[src/rtl/pipe_hazard_ctrl.sv]
// pipe_hazard_ctrl: hazard detection, operand forwarding selects, memory-wait freeze and HLT
// drain sequencing for the 5-stage pipeline. Keeps its own shadow of EX/MEM/WB destination
// state so it can decide from current-cycle ID inputs alone.
module pipe_hazard_ctrl #(
  parameter int unsigned REG_ADDR_W = 4,
  parameter int unsigned ZERO_REG   = 1,
  parameter int unsigned BR_RESOLVE = 1
) (
  input  logic                  clk,
  input  logic                  rst,
  input  logic                  id_valid,
  input  logic [REG_ADDR_W-1:0] id_rs,
  input  logic [REG_ADDR_W-1:0] id_rt,
  input  logic                  id_rs_used,
  input  logic                  id_rt_used,
  input  logic [REG_ADDR_W-1:0] id_rd,
  input  logic                  id_regwrite,
  input  logic                  id_memread,
  input  logic                  id_hlt,
  input  logic                  br_taken,
  input  logic                  mem_ready,
  output logic                  stall_if_id,
  output logic                  bubble_ex,
  output logic                  flush_if_id,
  output logic                  freeze,
  output logic [1:0]            fwd_rs_sel,
  output logic [1:0]            fwd_rt_sel,
  output logic                  halted
);

  localparam logic [1:0] FwdRf  = 2'b00;
  localparam logic [1:0] FwdWb  = 2'b01;
  localparam logic [1:0] FwdMem = 2'b10;

  typedef enum logic [1:0] {
    StRun    = 2'd0,
    StDrain  = 2'd1,
    StHalted = 2'd2
  } state_e;

  typedef struct packed {
    logic                  valid;
    logic [REG_ADDR_W-1:0] rs;
    logic [REG_ADDR_W-1:0] rt;
    logic                  rs_used;
    logic                  rt_used;
    logic [REG_ADDR_W-1:0] rd;
    logic                  regwrite;
    logic                  memread;
  } ex_stage_t;

  // The load flag only matters while the load sits in EX, so it is not carried further.
  typedef struct packed {
    logic                  valid;
    logic [REG_ADDR_W-1:0] rd;
    logic                  regwrite;
  } wr_stage_t;

  state_e    state_q, state_d;
  ex_stage_t ex_q, ex_d;
  wr_stage_t mem_q, mem_d;
  wr_stage_t wb_q, wb_d;

  logic frozen;
  logic br_flush;
  logic load_use;
  logic lu_rs_hit;
  logic lu_rt_hit;

  // A register that takes part in hazards/forwarding: anything unless r0 is hardwired zero.
  function automatic logic reg_live(input logic [REG_ADDR_W-1:0] r);
    return (ZERO_REG == 0) || (r != '0);
  endfunction

  assign frozen = ~rst & ~mem_ready;
  assign freeze = frozen;
  assign halted = (state_q == StHalted);

  // Hazard conditions seen from the ID instruction against the shadow EX entry.
  always_comb begin
    br_flush  = (BR_RESOLVE != 0) ? br_taken : (br_taken & id_valid);
    lu_rs_hit = id_valid & id_rs_used & (id_rs == ex_q.rd);
    lu_rt_hit = id_valid & id_rt_used & (id_rt == ex_q.rd);
    load_use  = ex_q.valid & ex_q.memread & ex_q.regwrite & reg_live(ex_q.rd) &
                (lu_rs_hit | lu_rt_hit);
  end

  // FSM next state and pipeline controls; flush beats load-use, which beats HLT acceptance.
  always_comb begin
    state_d     = state_q;
    stall_if_id = 1'b0;
    bubble_ex   = 1'b0;
    flush_if_id = 1'b0;
    if (!rst && !frozen) begin
      unique case (state_q)
        StRun: begin
          if (br_flush) begin
            flush_if_id = 1'b1;
            bubble_ex   = (BR_RESOLVE != 0);
          end else if (load_use) begin
            stall_if_id = 1'b1;
            bubble_ex   = 1'b1;
          end else if (id_valid && id_hlt) begin
            stall_if_id = 1'b1;
            bubble_ex   = 1'b1;
            state_d     = StDrain;
          end
        end
        StDrain: begin
          stall_if_id = 1'b1;
          bubble_ex   = 1'b1;
          // Once MEM is empty the last older instruction is in WB and retires on this edge.
          if (!mem_q.valid) begin
            state_d = StHalted;
          end
        end
        StHalted: begin
          stall_if_id = 1'b1;
          bubble_ex   = 1'b1;
        end
        default: state_d = StRun;
      endcase
    end
  end

  // Operand source selects from the held shadow; MEM result beats WB data.
  always_comb begin
    fwd_rs_sel = FwdRf;
    fwd_rt_sel = FwdRf;
    if (!rst) begin
      if (ex_q.rs_used && reg_live(ex_q.rs)) begin
        if (mem_q.valid && mem_q.regwrite && (mem_q.rd == ex_q.rs)) begin
          fwd_rs_sel = FwdMem;
        end else if (wb_q.valid && wb_q.regwrite && (wb_q.rd == ex_q.rs)) begin
          fwd_rs_sel = FwdWb;
        end
      end
      if (ex_q.rt_used && reg_live(ex_q.rt)) begin
        if (mem_q.valid && mem_q.regwrite && (mem_q.rd == ex_q.rt)) begin
          fwd_rt_sel = FwdMem;
        end else if (wb_q.valid && wb_q.regwrite && (wb_q.rd == ex_q.rt)) begin
          fwd_rt_sel = FwdWb;
        end
      end
    end
  end

  // Shadow advance: shift one stage per non-frozen edge, inserting a cleared entry on bubble.
  always_comb begin
    ex_d  = ex_q;
    mem_d = mem_q;
    wb_d  = wb_q;
    if (!frozen) begin
      wb_d           = mem_q;
      mem_d.valid    = ex_q.valid;
      mem_d.rd       = ex_q.rd;
      mem_d.regwrite = ex_q.regwrite;
      if (id_valid && !bubble_ex && !flush_if_id) begin
        ex_d.valid    = 1'b1;
        ex_d.rs       = id_rs;
        ex_d.rt       = id_rt;
        ex_d.rs_used  = id_rs_used;
        ex_d.rt_used  = id_rt_used;
        ex_d.rd       = id_rd;
        ex_d.regwrite = id_regwrite;
        ex_d.memread  = id_memread;
      end else begin
        ex_d = '0;
      end
    end
  end

  // State registers with synchronous reset.
  always_ff @(posedge clk) begin
    if (rst) begin
      state_q <= StRun;
      ex_q    <= '0;
      mem_q   <= '0;
      wb_q    <= '0;
    end else begin
      state_q <= state_d;
      ex_q    <= ex_d;
      mem_q   <= mem_d;
      wb_q    <= wb_d;
    end
  end

endmodule

[config.mk]
export PLATFORM = sky130hd
export DESIGN_NAME = pipe_hazard_ctrl
export DESIGN_NICKNAME = d
export VERILOG_FILES = /design/src/rtl/pipe_hazard_ctrl.sv
export SDC_FILE = /design/constraint.sdc
export NUM_CORES = 1
export LEC_CHECK = 0
export ABC_AREA = 1
export CAP_MARGIN = 40
export CELL_PAD_IN_SITES_DETAIL_PLACEMENT = 0
export CELL_PAD_IN_SITES_GLOBAL_PLACEMENT = 1
export CORE_ASPECT_RATIO = 1.75
export CORE_UTILIZATION = 25
export CTS_BUF_LIST = sky130_fd_sc_hd__clkbuf_4 sky130_fd_sc_hd__clkbuf_8 sky130_fd_sc_hd__clkbuf_16
export DETAILED_ROUTE_END_ITERATION = 7
export PLACE_DENSITY = 0.62
export SYNTH_ARGS = -nofsm -noshare
export SYNTH_HDL_FRONTEND = slang
export SYNTH_SLANG_ARGS = --single-unit
export TNS_END_PERCENT = 10
[constraint.sdc]
create_clock -name clk -period 1.95 [get_ports clk]
set_clock_uncertainty 0.2 [all_clocks]
set_input_delay 0.2925 -clock clk [delete_from_list [all_inputs] [get_ports clk]]
set_output_delay 0.2925 -clock clk [all_outputs]
set_load 0.02 [all_outputs]
==> metrics <==
status=complete, but fails checks; violated checks=negative setup slack; Period Utilization, post-route=105%; post-synth cell types=30; Synth Cell Area=1700 um2; Routed wire per std cell=12.1 um; H-tree levels=2; first-pass GRT wire length=8410 um; final wirelength=4990 um; Logic pwr share=16.5%; max frequency=489 MHz; maximum vdd ir drop=0.000370 V; main combinational cell family by area after synthesis=simple AND/OR/NAND/NOR gates; Synth Area in XOR/XNOR=3.61%; Lkg Pwr=1.20 nW; GRT Resource Usage Total=15.4%; Post-Layout Inst Area=2710 um2; Worst Path Arrival=1.55 ns; IO Pins=31; Hold Fails Final Rpt=0; register area share after synthesis=36.6%; Setup Viol. Count Final=4; largest net degree at the start of global routing=18; critical path capture point type=output port; top cells by area, synth=dfxtp_1 (37%), nand2_1 (18%), inv_1 (6.0%); Least-Margin Pin Slew=0.319 ns; CP required=1.46 ns; # clock sinks=31; switching part of the total=24.5%; Clock Pin Slew Worst Setup and Hold Paths=0.05 ns; cts bufs inserted=5; Setup CP Type=flop to output port; Post-Synth Adder-Cell Area=3.68%; fin nets=357; post-synthesis mux area share=0%; clk root buf=clkbuf_16; internal power=0.00129 W; leading area contributor after synthesis=dfxtp_1; Initial Util=26.0%; Slew HR=78.7%; Clk network pwr share=43.9%; syn_nets=272; Post-Synth Simple-Gate Area=29.0%; Power per Cell Area=630 nW/um2; Net Sw Power=0.000419 W; RSZ-0062 raised after global routing=yes; worst setup margin=-0.0961 ns; Post-Synthesis Cells=245; crit-path max FO=4; worst min path class=input pin to flop; Synth top area share=36.6%; drt first pass iters=4; Synth warnings=0; Routability Congestion=0.849; CTS tree=built; post-route minimum period=2.05 ns; DRC viols=0; dpl cell area=2440 um2; number of antenna violations at the first check in global routing=0; Core Rows=39; die width=64.3 um; post-synthesis compound-gate area fraction=17.8%; core area=6540 um2; Setup TNS=-0.256 ns; Area Growth Syn to Fin=59.8%; CTS max path bufs=2; Die Y=111 um; MaxCap Viol Count=0; Port Buf Inserts=30; final slew viol count=0; Mean Syn Cell Area=6.93 um2; DR vias=1810; Setup crit start kind=flop; sequential share of power=39.7%; ant diodes=0; DP HPWL=4070 um; Initial DRC Count=40; die area=7140 um2; via-per-instance ratio=4.39; vias in the first global route=1863; flops & latches, synth=31; share of layout cells above drive strength 1=36.7%; antenna viol nets, final=0; grt total ovfl=0; Worst-Skew Late Latency=0.27 ns
[final cells by class]
class / count / area [um2]
fillers: 722 / 3830
inverters: 32 / 125
clock buffers: 6 / 139
repair buffers: 84 / 678
multi-input cells: 176 / 1020
well taps: 82 / 103
flip-flops and latches: 31 / 647
clock inverters: 1 / 5.00
[synth_stat cells]
| cell | n |
|---|---|
| o21ai_0 | 14 |
| dfxtp_1 | 31 |
| nand4_1 | 2 |
| inv_2 | 5 |
| buf_2 | 1 |
| inv_1 | 27 |
| a211oi_1 | 3 |
| xnor2_1 | 6 |
| a31oi_1 | 1 |
| nand2_1 | 82 |
| a21oi_4 | 1 |
| clkbuf_1 | 3 |
| buf_12 | 1 |
| o21ai_2 | 9 |
| nor3b_1 | 1 |
| buf_1 | 1 |
| o22ai_1 | 10 |
| xor2_1 | 1 |
| ha_1 | 5 |
| nor3_1 | 3 |
| nand3_1 | 9 |
| o21a_1 | 1 |
| nand2_4 | 1 |
| nor2_1 | 18 |
| a21oi_1 | 3 |
| nor4_1 | 2 |
| nor2_2 | 1 |
| a2111oi_2 | 1 |
| o211ai_1 | 1 |
| nand2_2 | 1 |
[power by group through the flow]
stage,sequential [W],combinational (W),clock (W)
2_1_floorplan,0.000688,0.000127,0
3_3_place_gp,0.000691,0.000270,0
3_5_place_dp,0.000691,0.000271,0
4_1_cts,0.000680,0.000270,0.000769
5_1_grt,0.000681,0.000311,0.000801
6_report,0.000678,0.000282,0.000750
[kinds of logic (layout without fill, tap and decap cells)]
| group | after synthesis | after routing |
|---|---|---|
| AO/OA/AOI/OAI | 44 | 44 |
| flip-flops | 31 | 31 |
| AND/OR/NAND/NOR | 120 | 120 |
| adder cells (fa/ha/maj) | 5 | 5 |
| buffers and inverters | 38 | 123 |
| XOR/XNOR | 7 | 7 |
[worst paths after layout]
kind | from | endpoint | slack (ns) | depth (start not counted)
setup reg to reg | ex_q[3] | ex_q[15] | 0.15 | 14
setup / recovery | ex_q[3] | stall_if_id | -0.1 | 12
hold / removal | id_rs_used | ex_q[7] | 0.24 | 3
hold reg to reg | ex_q[0] | ex_q[0] | 0.26 | 2
[through the flow]
stage	hold slack, ns	cells	setup slack [ns]	power, W	util [%]
6_report	0.242	412	-0.0961	0.00171	41.5
5_1_grt	0.257	412	-0.249	0.00179	41.5
4_1_cts	0.250	410	-0.127	0.00172	40.1
3_5_place_dp	0.252	401	-0.744	0.000962	37.3
3_3_place_gp	0.243	401	-0.750	0.000961	37.3
2_1_floorplan	0.153	245	0.0391	0.000815	-
[metal layers]
layer	GRT usage, %	vias up	part of all wire, %
met4	9.04	0	3.8
met5	0	-	0
met3	2.16	11	2.2
li1	-	959	-
met1	15.2	811	37
met2	29.1	29	57
[timing repair]
item                                    in CTS  in global routing
hold buffers                                 0                  0
gates resized for setup                     78                 26
pin swaps                                   12                  9
endpoints found under the setup margin      26                 26
setup buffers                                2                  2
[cell usage in the layout (no fill, tap or decap), drive strengths merged, types with 3 or more instances in the layout]
cell / instances
a211oi: 3
a21oi: 4
buf: 61
clkbuf: 6
clkdlybuf4s50: 9
dfxtp: 31
dlygate4sd2: 13
ha: 5
inv: 32
nand2: 84
nand3: 9
nor2: 19
nor3: 3
o21ai: 23
o22ai: 10
xnor2: 6
[worst max-delay path: stages, from the launching register on]
cell     delay (ns)
dfxtp_4        0.36
inv_2          0.05
nand2_1        0.05
nand2_1        0.06
nor2_2         0.11
nand3_1        0.07
nand2_1        0.08
nand2_2        0.06
nand2_2        0.06
nand2_2        0.05
nor2_2         0.10
o21a_1         0.12
buf_6          0.11
[flip-flops by register name (all words and copies together) (netlist names)]
name and count:
ex_q 17, mem_q 6, wb_q 6, state_q 2
(Power assumes the default switching activity.)
